[config.mk]
export PLATFORM = sky130hd
export DESIGN_NAME = compressed_fetch_aligner
export DESIGN_NICKNAME = d
export VERILOG_FILES = /design/src/rtl/compressed_fetch_aligner.sv
export SDC_FILE = /design/constraint.sdc
export NUM_CORES = 1
export LEC_CHECK = 0
export CORE_MARGIN = 1.5
export CORE_UTILIZATION = 25
export DETAILED_ROUTE_END_ITERATION = 6
export PLACE_DENSITY = 0.46
export SLEW_MARGIN = 40
export SYNTH_ARGS = -nofsm -noshare
export SYNTH_HDL_FRONTEND = slang
export SYNTH_SLANG_ARGS = --single-unit
export TNS_END_PERCENT = 5
[constraint.sdc]
create_clock -name clk -period 5.2 [get_ports clk]
set_input_delay 1.04 -clock clk [delete_from_list [all_inputs] [get_ports clk]]
set_output_delay 1.04 -clock clk [all_outputs]
set_load 0.02 [all_outputs]
[src/rtl/compressed_fetch_aligner.sv]
// Fetch-side RVC aligner: packs fetch words into a halfword FIFO and issues one
// 16- or 32-bit instruction per cycle with its PC, stalling fetch only when full.
module compressed_fetch_aligner #(
    parameter int unsigned FETCH_HW = 2,
    parameter int unsigned BUF_HW   = 6,
    parameter int unsigned XLEN     = 32
) (
    input  logic                   clk,
    input  logic                   reset_n,
    input  logic                   fetch_valid,
    input  logic [16*FETCH_HW-1:0] fetch_data,
    input  logic [XLEN-1:0]        fetch_pc,
    output logic                   fetch_ready,
    input  logic                   flush,
    input  logic [XLEN-1:0]        flush_pc,
    output logic                   instr_valid,
    input  logic                   instr_ready,
    output logic [31:0]            instr,
    output logic [XLEN-1:0]        instr_pc,
    output logic                   instr_compressed,
    output logic                   stall_fetch,
    output logic [15:0]            stall_count
);

    localparam int unsigned PTR_W  = (BUF_HW > 1) ? $clog2(BUF_HW) : 1;
    localparam int unsigned CNT_W  = $clog2(BUF_HW + 1);
    localparam int unsigned DROP_W = (FETCH_HW > 1) ? $clog2(FETCH_HW) : 1;
    localparam int unsigned SUM_W  = PTR_W + 2;

    logic [15:0]       mem_q [BUF_HW];
    logic [15:0]       mem_d [BUF_HW];
    logic [PTR_W-1:0]  rd_q, rd_d, wr_q, wr_d;
    logic [CNT_W-1:0]  count_q, count_d;
    logic [XLEN-1:0]   head_pc_q, head_pc_d;
    logic [DROP_W-1:0] drop_q, drop_d;
    logic              pc_load_q, pc_load_d;
    logic [15:0]       stall_count_q, stall_count_d;

    logic [15:0]       head_hw, next_hw;
    logic              head_is_c, push, pop;
    logic [CNT_W-1:0]  n_push, n_pop;
    logic              unused_flush_pc_bits;

    assign unused_flush_pc_bits = ^{flush_pc[XLEN-1:DROP_W+1], flush_pc[0]};

    // Circular pointer advance; n never exceeds BUF_HW so one subtraction wraps.
    function automatic logic [PTR_W-1:0] ptr_add(input logic [PTR_W-1:0] p,
                                                 input logic [PTR_W:0]   n);
        logic [SUM_W-1:0] s;
        s = SUM_W'(p) + SUM_W'(n);
        if (s >= SUM_W'(BUF_HW)) s = s - SUM_W'(BUF_HW);
        return s[PTR_W-1:0];
    endfunction

    always_comb begin
        mem_d            = mem_q;
        rd_d             = rd_q;
        wr_d             = wr_q;
        count_d          = count_q;
        head_pc_d        = head_pc_q;
        drop_d           = drop_q;
        pc_load_d        = pc_load_q;
        stall_count_d    = stall_count_q;

        head_hw          = mem_q[rd_q];
        next_hw          = mem_q[ptr_add(rd_q, (PTR_W+1)'(1))];
        head_is_c        = (head_hw[1:0] != 2'b11);
        instr_compressed = head_is_c;
        instr_valid      = ~flush & (head_is_c ? (count_q >= CNT_W'(1))
                                               : (count_q >= CNT_W'(2)));
        instr            = 32'h0;
        if (instr_valid) instr = head_is_c ? {16'h0, head_hw} : {next_hw, head_hw};
        instr_pc         = head_pc_q;

        fetch_ready      = (count_q <= CNT_W'(BUF_HW - FETCH_HW));
        stall_fetch      = fetch_valid & ~fetch_ready;
        push             = fetch_valid & fetch_ready & ~flush;
        pop              = instr_valid & instr_ready;
        n_push           = CNT_W'(FETCH_HW) - CNT_W'(drop_q);
        n_pop            = head_is_c ? CNT_W'(1) : CNT_W'(2);

        // Leading halfwords below a misaligned redirect target are discarded.
        if (push) begin
            for (int unsigned i = 0; i < FETCH_HW; i++) begin
                if (i >= 32'(drop_q))
                    mem_d[ptr_add(wr_q, (PTR_W+1)'(i - 32'(drop_q)))] = fetch_data[16*i +: 16];
            end
            wr_d   = ptr_add(wr_q, (PTR_W+1)'(n_push));
            drop_d = '0;
            if (pc_load_q) begin
                head_pc_d = fetch_pc + XLEN'({drop_q, 1'b0});
                pc_load_d = 1'b0;
            end
        end
        if (pop) begin
            rd_d      = ptr_add(rd_q, (PTR_W+1)'(n_pop));
            head_pc_d = head_pc_q + XLEN'({n_pop, 1'b0});
        end
        count_d = count_q + (push ? n_push : CNT_W'(0)) - (pop ? n_pop : CNT_W'(0));

        if (flush) begin
            rd_d      = '0;
            wr_d      = '0;
            count_d   = '0;
            pc_load_d = 1'b1;
            drop_d    = (FETCH_HW > 1) ? flush_pc[DROP_W:1] : '0;
        end

        if (stall_fetch && (stall_count_q != 16'hFFFF))
            stall_count_d = stall_count_q + 16'd1;
        stall_count = stall_count_q;
    end

    always_ff @(posedge clk or negedge reset_n) begin
        if (!reset_n) begin
            mem_q         <= '{default: '0};
            rd_q          <= '0;
            wr_q          <= '0;
            count_q       <= '0;
            head_pc_q     <= '0;
            drop_q        <= '0;
            pc_load_q     <= 1'b1;
            stall_count_q <= '0;
        end else begin
            mem_q         <= mem_d;
            rd_q          <= rd_d;
            wr_q          <= wr_d;
            count_q       <= count_d;
            head_pc_q     <= head_pc_d;
            drop_q        <= drop_d;
            pc_load_q     <= pc_load_d;
            stall_count_q <= stall_count_d;
        end
    end

endmodule

=== Yosys cells after proc, flatten, opt, wreduce, memory -nomap -nowiden ===
Index checks and enable logic that the tools add are counted.

* Add/subtract/negate cells: 18
* $lt $le $gt $ge: 15
* Eq/ne operators: 2
* Mux-type cells: 39
* Bitwise gates (word level): 11
* Reductions and logical operators: 8

{| class="wikitable"
|+ Operator list
! cell !! number
|-
| bitwise mux 96 bit || 2
|-
| two-way mux 96 bit || 2
|-
| two-way mux 32 bit || 5
|-
| binary-select mux 16 bit (select 3 bit) || 2
|-
| demux 16 bit (select 3 bit) || 2
|-
| two-way mux 16 bit || 6
|-
| two-way mux 3 bit || 14
|-
| adder 32 x 2 -> 32 bit || 1
|-
| adder 32 x 3 -> 32 bit || 1
|-
| adder 16 x 1 -> 16 bit (second input constant) || 1
|-
| >= comparator 4 bit (second input constant) || 4
|-
| != test 16 bit (second input constant) || 1
|-
| NOT 3 -> 4 bit || 4
|-
| subtractor 3 bit (second input constant) || 5
|-
| >= comparator 4 x 3 -> 1 bit (second input constant) || 3
|-
| adder 3 x 4 -> 5 bit || 2
|-
| >= comparator 5 x 3 -> 1 bit (second input constant) || 2
|-
| < comparator 4 x 1 -> 1 bit (second input constant) || 2
|-
| nonzero test 2 bit || 4
|-
| bitwise AND 1 bit || 5
|-
| adder 3 x 1 -> 4 bit (second input constant) || 1
|-
| adder 3 x 2 -> 4 bit || 1
|-
| adder 3 x 3 -> 4 bit || 1
|-
| two-way mux 1 bit || 4
|-
| other kinds (13) || 18
|}

* Register bits: 155
* Input port bits: 101
* Output and inout port bits: 84
* Logic and storage cells: 106

=== Depth between registers and ports, before layout ===
* Depth in word-level cells: 15
* Mapped depth: 15
* Gate-level depth less buffers: 12

=== Least setup slack after synthesis ===
No wires, ideal clock.

* Path kind: register to output
* Start: register rd_q[1]
* End: output instr[21]
* Arrival time: 2.800 ns
* Data required time: 4.160 ns
* Path slack: 1.360 ns
* Stages on the path, launching flop included: 12
* Path buffers: 3
* Cell sequence: dfrtp_1 > buf_2 > inv_1 > ha_1 > nor2b_1 > a211oi_1 > a211o_1 > clkbuf_1 > buf_1 > mux4_2 > nand2_1 > o21ai_0

* Word-level cells in the longest chain between the ends: 9
* Elaborated cells between the ends (all ways): 17
* Classes of those cells: 2 x add/sub; 1 x order compare; 1 x eq/ne; 10 x mux; 3 x bitwise

{| class="wikitable"
|+ Ends and longest elaborated chain
! what !! line !! RTL
|-
| start, declared || 32 || <nowiki>logic [PTR_W-1:0] rd_q, rd_d, wr_q, wr_d;</nowiki>
|-
| start signal, assigned || 126 || <nowiki>rd_q <= rd_d;</nowiki>
|-
| adder 3 x 1 -> 4 bit || 50 || <nowiki>s = SUM_W'(p) + SUM_W'(n);</nowiki>
|-
| >= comparator 4 x 3 -> 1 bit / subtractor 3 bit (equally long branches) || 51 || <nowiki>if (s >= SUM_W'(BUF_HW)) s = s - SUM_W'(BUF_HW);</nowiki>
|-
| two-way mux 3 bit || 51 ||
|-
| NOT 3 -> 4 bit (not written as such) || 66 || <nowiki>next_hw = mem_q[ptr_add(rd_q, (PTR_W+1)'(1))];</nowiki>
|-
| binary-select mux 16 bit (select 3 bit) || 66 ||
|-
| two-way mux 16 bit (not written as such) (2 in a row) || 66 ||
|-
| two-way mux 32 bit || 72 || <nowiki>if (instr_valid) instr = head_is_c ? {16'h0, head_hw} : {next_hw, head_hw};</nowiki>
|-
| two-way mux 32 bit * || 72 ||
|-
| end, declared || 18 || <nowiki>output logic [31:0] instr,</nowiki>
|}

Every way passes the cells marked *; elsewhere a longest branch is shown, timed or not. The select of a mux whose other input is x is not followed.

=== Worst setup path in the final report ===
* Start: register rd_q[0]
* End: output instr[29]

Same word-level chain as after synthesis.

==> impl_metrics.csv <==
group,metric,value,unit
layout,antenna_cells,0,
worst_hold_path,whs_endpoint,"stall_count[6]",
pwr,p_leak,4.90,nW
logic_synthesis,async_reset_ff_share,100,%
layout,fin_nets,1254,
global_route,grt_pass1_wl,57.6,mm
critical_path,cp_cell_sequence,"mux4_2 > a21o_1 > and3_1 > inv_2 > nor4_4 > buf_4 > nand2_1 > o21ai_0 > clkdlybuf4s50_1",
critical_path,cp.required,4.16,ns
clock_network,cts_hold_buffers,0,
critical_path,critical_path_arrival,3.85,ns
critical_path,rrSetupSlack,0.73,ns
clock_network,cts_root_buf,"clkbuf_16",
logic_synthesis,ys_ff_latch,155,
layout,fin_cells,1679,
place,port_buffers,153,
timing,post-route-period-util,94.0,%
logic_synthesis,syn_nets,1129,
route,vias,9070,
worst_hold_path,holdCritPathClass,"reg -> reg",
pwr,ir_worst_vdd,0.000222,V
timing,rsz0062_at_grt,"no",
layout,syn_to_final_growth,25.1,%
clock_network,clk_pin_slew,0.07,ns
floorplanning,ios,185,
place,placed_cells,1647,
worst_hold_path,worstHoldPathCells,1,
timing,fin_ws,0.311,ns
run_status,outcome,"finished clean",
global_route,grt_pass1_vias,9233,
route,routed_via_density,5.40,
logic_synthesis,synth_edf_count,0,
timing,clock-skew-final,0.0117,ns
logic_synthesis,yosysSeqAreaShare,36.1,%
critical_path,reg2reg_depth,12,
layout,drive_gt1_share,18.5,%
global_route,grtUsageTotal,17.0,%
route,drtIter0Drc,625,
logic_synthesis,ys.flop_type,"dfrtp_1",
critical_path,rr_endpoint,"instr_pc[23]",
timing,timing.fmax,205,MHz
pwr,total_power,7.68,mW
clock_network,cts_max_path_buffers,2,
logic_synthesis,syn_area,0.0107,mm^2
global_route,overflow,0,
logic_synthesis,synth.avg_cell_area,10.7,um^2
clock_network,post_cts_buffers,0,
clock_network,cts-resized-gates,0,
place,dp_slack,0.720,ns
floorplanning,rows,75,
flow_run,drv_cap,0,
clock_network,cts_buffers,17,
logic_synthesis,ys_warn_count,0,
route,wl,36.8,mm
timing,post-route-min-period,4.89,ns
timing,hold_violations,0,
place,dp_hpwl,24.3,mm
route,first_pass_iters,5,
timing,worst_pin_slew,0.798,ns
clock_network,htreeDepth,4,
global_route,antenna_found_initial,3,
route,wl_per_cell,21.9,um
timing,setup_viol,0,
logic_synthesis,synth_cell_types,68,
critical_path,critPathSlowestCell,"dfrtp_4",
critical_path,worst_setup_path_end_kind,"primary output",
global_route,grt_max_degree,80,
critical_path,critPathMaxStageDelay,0.69,ns
floorplanning,die_w,210,um
pwr,p_per_area,572,mW/mm^2
clock_network,clock_latency,0.46,ns
timing,slew_headroom,46.7,%
floorplanning,initial_utilization,25.5,%
critical_path,start_kind,"flop",
route,drc_errors,0,
place,gp_congestion,0.785,
floorplanning,die_h,210,um
critical_path,startpoint,"rd_q[0]",
clock_network,cts_tree,"yes",
logic_synthesis,synth_cells,1002,
floorplanning,coreArea,0.0421,mm^2
critical_path,critPathMaxFanout,33,
timing,tns,0,ns
critical_path,crit_type,"reg -> out",
timing,holdWs,0.497,ns
timing,slew_viol_final,0,
worst_hold_path,min_from,"stall_count[6]",
route,ant_nets,0,
clock_network,clock_sink_count,155,
critical_path,r2r_start,"rd_q[0]",
floorplanning,dieArea,0.0442,mm^2
-- stage by stage --
step,area [um^2],util (%)
finish,13400,31.9
global route,13400,31.9
CTS,13400,31.9
detailed placement,12800,30.4
global placement,12800,30.4
floorplan,10700,-
-- cells in the mapped netlist, types with 18 or more instances --
cell | number | area, um^2
mux4_2 | 32 | 721
a2bb2oi_2 | 60 | 901
clkbuf_1 | 50 | 188
nor3_1 | 22 | 110
inv_1 | 20 | 75.1
o22ai_1 | 97 | 607
xnor2_1 | 25 | 219
a2bb2oi_1 | 36 | 315
a21oi_1 | 19 | 95.1
dfrtp_1 | 154 | 3850
mux2_2 | 18 | 203
ha_1 | 20 | 250
nand4_1 | 23 | 144
mux2i_1 | 20 | 200
and3_1 | 33 | 206
nand3_1 | 23 | 115
nand2_1 | 58 | 218
nor2_1 | 47 | 176
xor2_1 | 20 | 175
o21ai_0 | 27 | 135
-- kinds of logic (layout without fill, tap and decap cells) --
| logic type | Yosys count | count (layout) | share of synthesized area [%] |
|---|---|---|---|
| flops | 155 | 155 | 36.1 |
| xor+xnor | 47 | 47 | 3.97 |
| fa+ha+maj | 26 | 26 | 3.45 |
| mux | 70 | 70 | 10.5 |
| compound gates | 348 | 348 | 29.1 |
| buf+inv | 101 | 239 | 4.37 |
| simple gates | 255 | 255 | 12.4 |
-- layout make-up --
type / instances / area [um^2]
Clock buffer: 18 / 439
Inverter: 23 / 86.3
Clock inverter: 14 / 159
Tap cell: 539 / 674
Timing Repair Buffer: 184 / 1790
Multi-Input combinational cell: 746 / 6390
Sequential cell: 155 / 3880
Fill cell: 4292 / 28700
-- state kept, by name (all words and copies together), names as in the netlist --
signal	flops
wr_q	3
rd_q	3
mem_q	96
pc_load_q	1
drop_q	1
count_q	3
stall_count	16
instr_pc	32
-- worst max-delay path, delay by kind of cell, from the launching register on --
kind | cells | cell delay (ns)
buffers and inverters | 3 | 1.20
AND/OR/NAND/NOR | 3 | 0.75
AO/OA/AOI/OAI | 2 | 0.28
flip-flops | 1 | 0.69
multiplexers | 1 | 0.46
-- power by group --
part / internal [mW] / switching (mW)
combinational: 2.01 / 1.99
sequential: 1.74 / 0.627
clock: 0.731 / 0.588
-- worst max path at each step --
stage	endpoint	cells after the start
CTS	instr[29]	9
global placement	instr[12]	8
finish	instr[29]	9
detailed placement	instr_pc[21]	12
global route	instr[8]	8
floorplan	instr[21]	11
-- cell usage in the layout (no fill, tap or decap), types with 5 or more instances in the layout --
master / n
a211oi_1: 13
a21o_1: 6
a21oi_1: 19
a21oi_4: 6
a22oi_1: 16
a2bb2oi_1: 36
a2bb2oi_2: 60
a311oi_1: 17
a31oi_1: 5
a41oi_2: 6
and2_1: 8
and3_1: 33
and4_1: 11
buf_4: 29
clkbuf_16: 17
clkdlybuf4s50_1: 151
dfrtp_1: 153
fa_1: 6
ha_1: 20
inv_1: 20
inv_6: 5
mux2_2: 18
mux2i_1: 20
mux4_2: 32
nand2_1: 58
nand2b_1: 8
nand3_1: 23
nand4_1: 23
nor2_1: 46
nor2b_1: 6
nor3_1: 22
o21a_1: 6
o21ai_0: 27
o22ai_1: 97
xnor2_1: 25
xor2_1: 20
-- routing by layer --
layer / global-route usage (%) / wire length (um) / share of wire [%]
met1: 23.2 / 16900 / 46
met2: 26.4 / 17000 / 46
met3: 4.19 / 2360 / 6.4
met5: 0 / 36 / 0.098
met4: 5.04 / 525 / 1.4
Note: power is estimated with default switching activity, not from simulation.
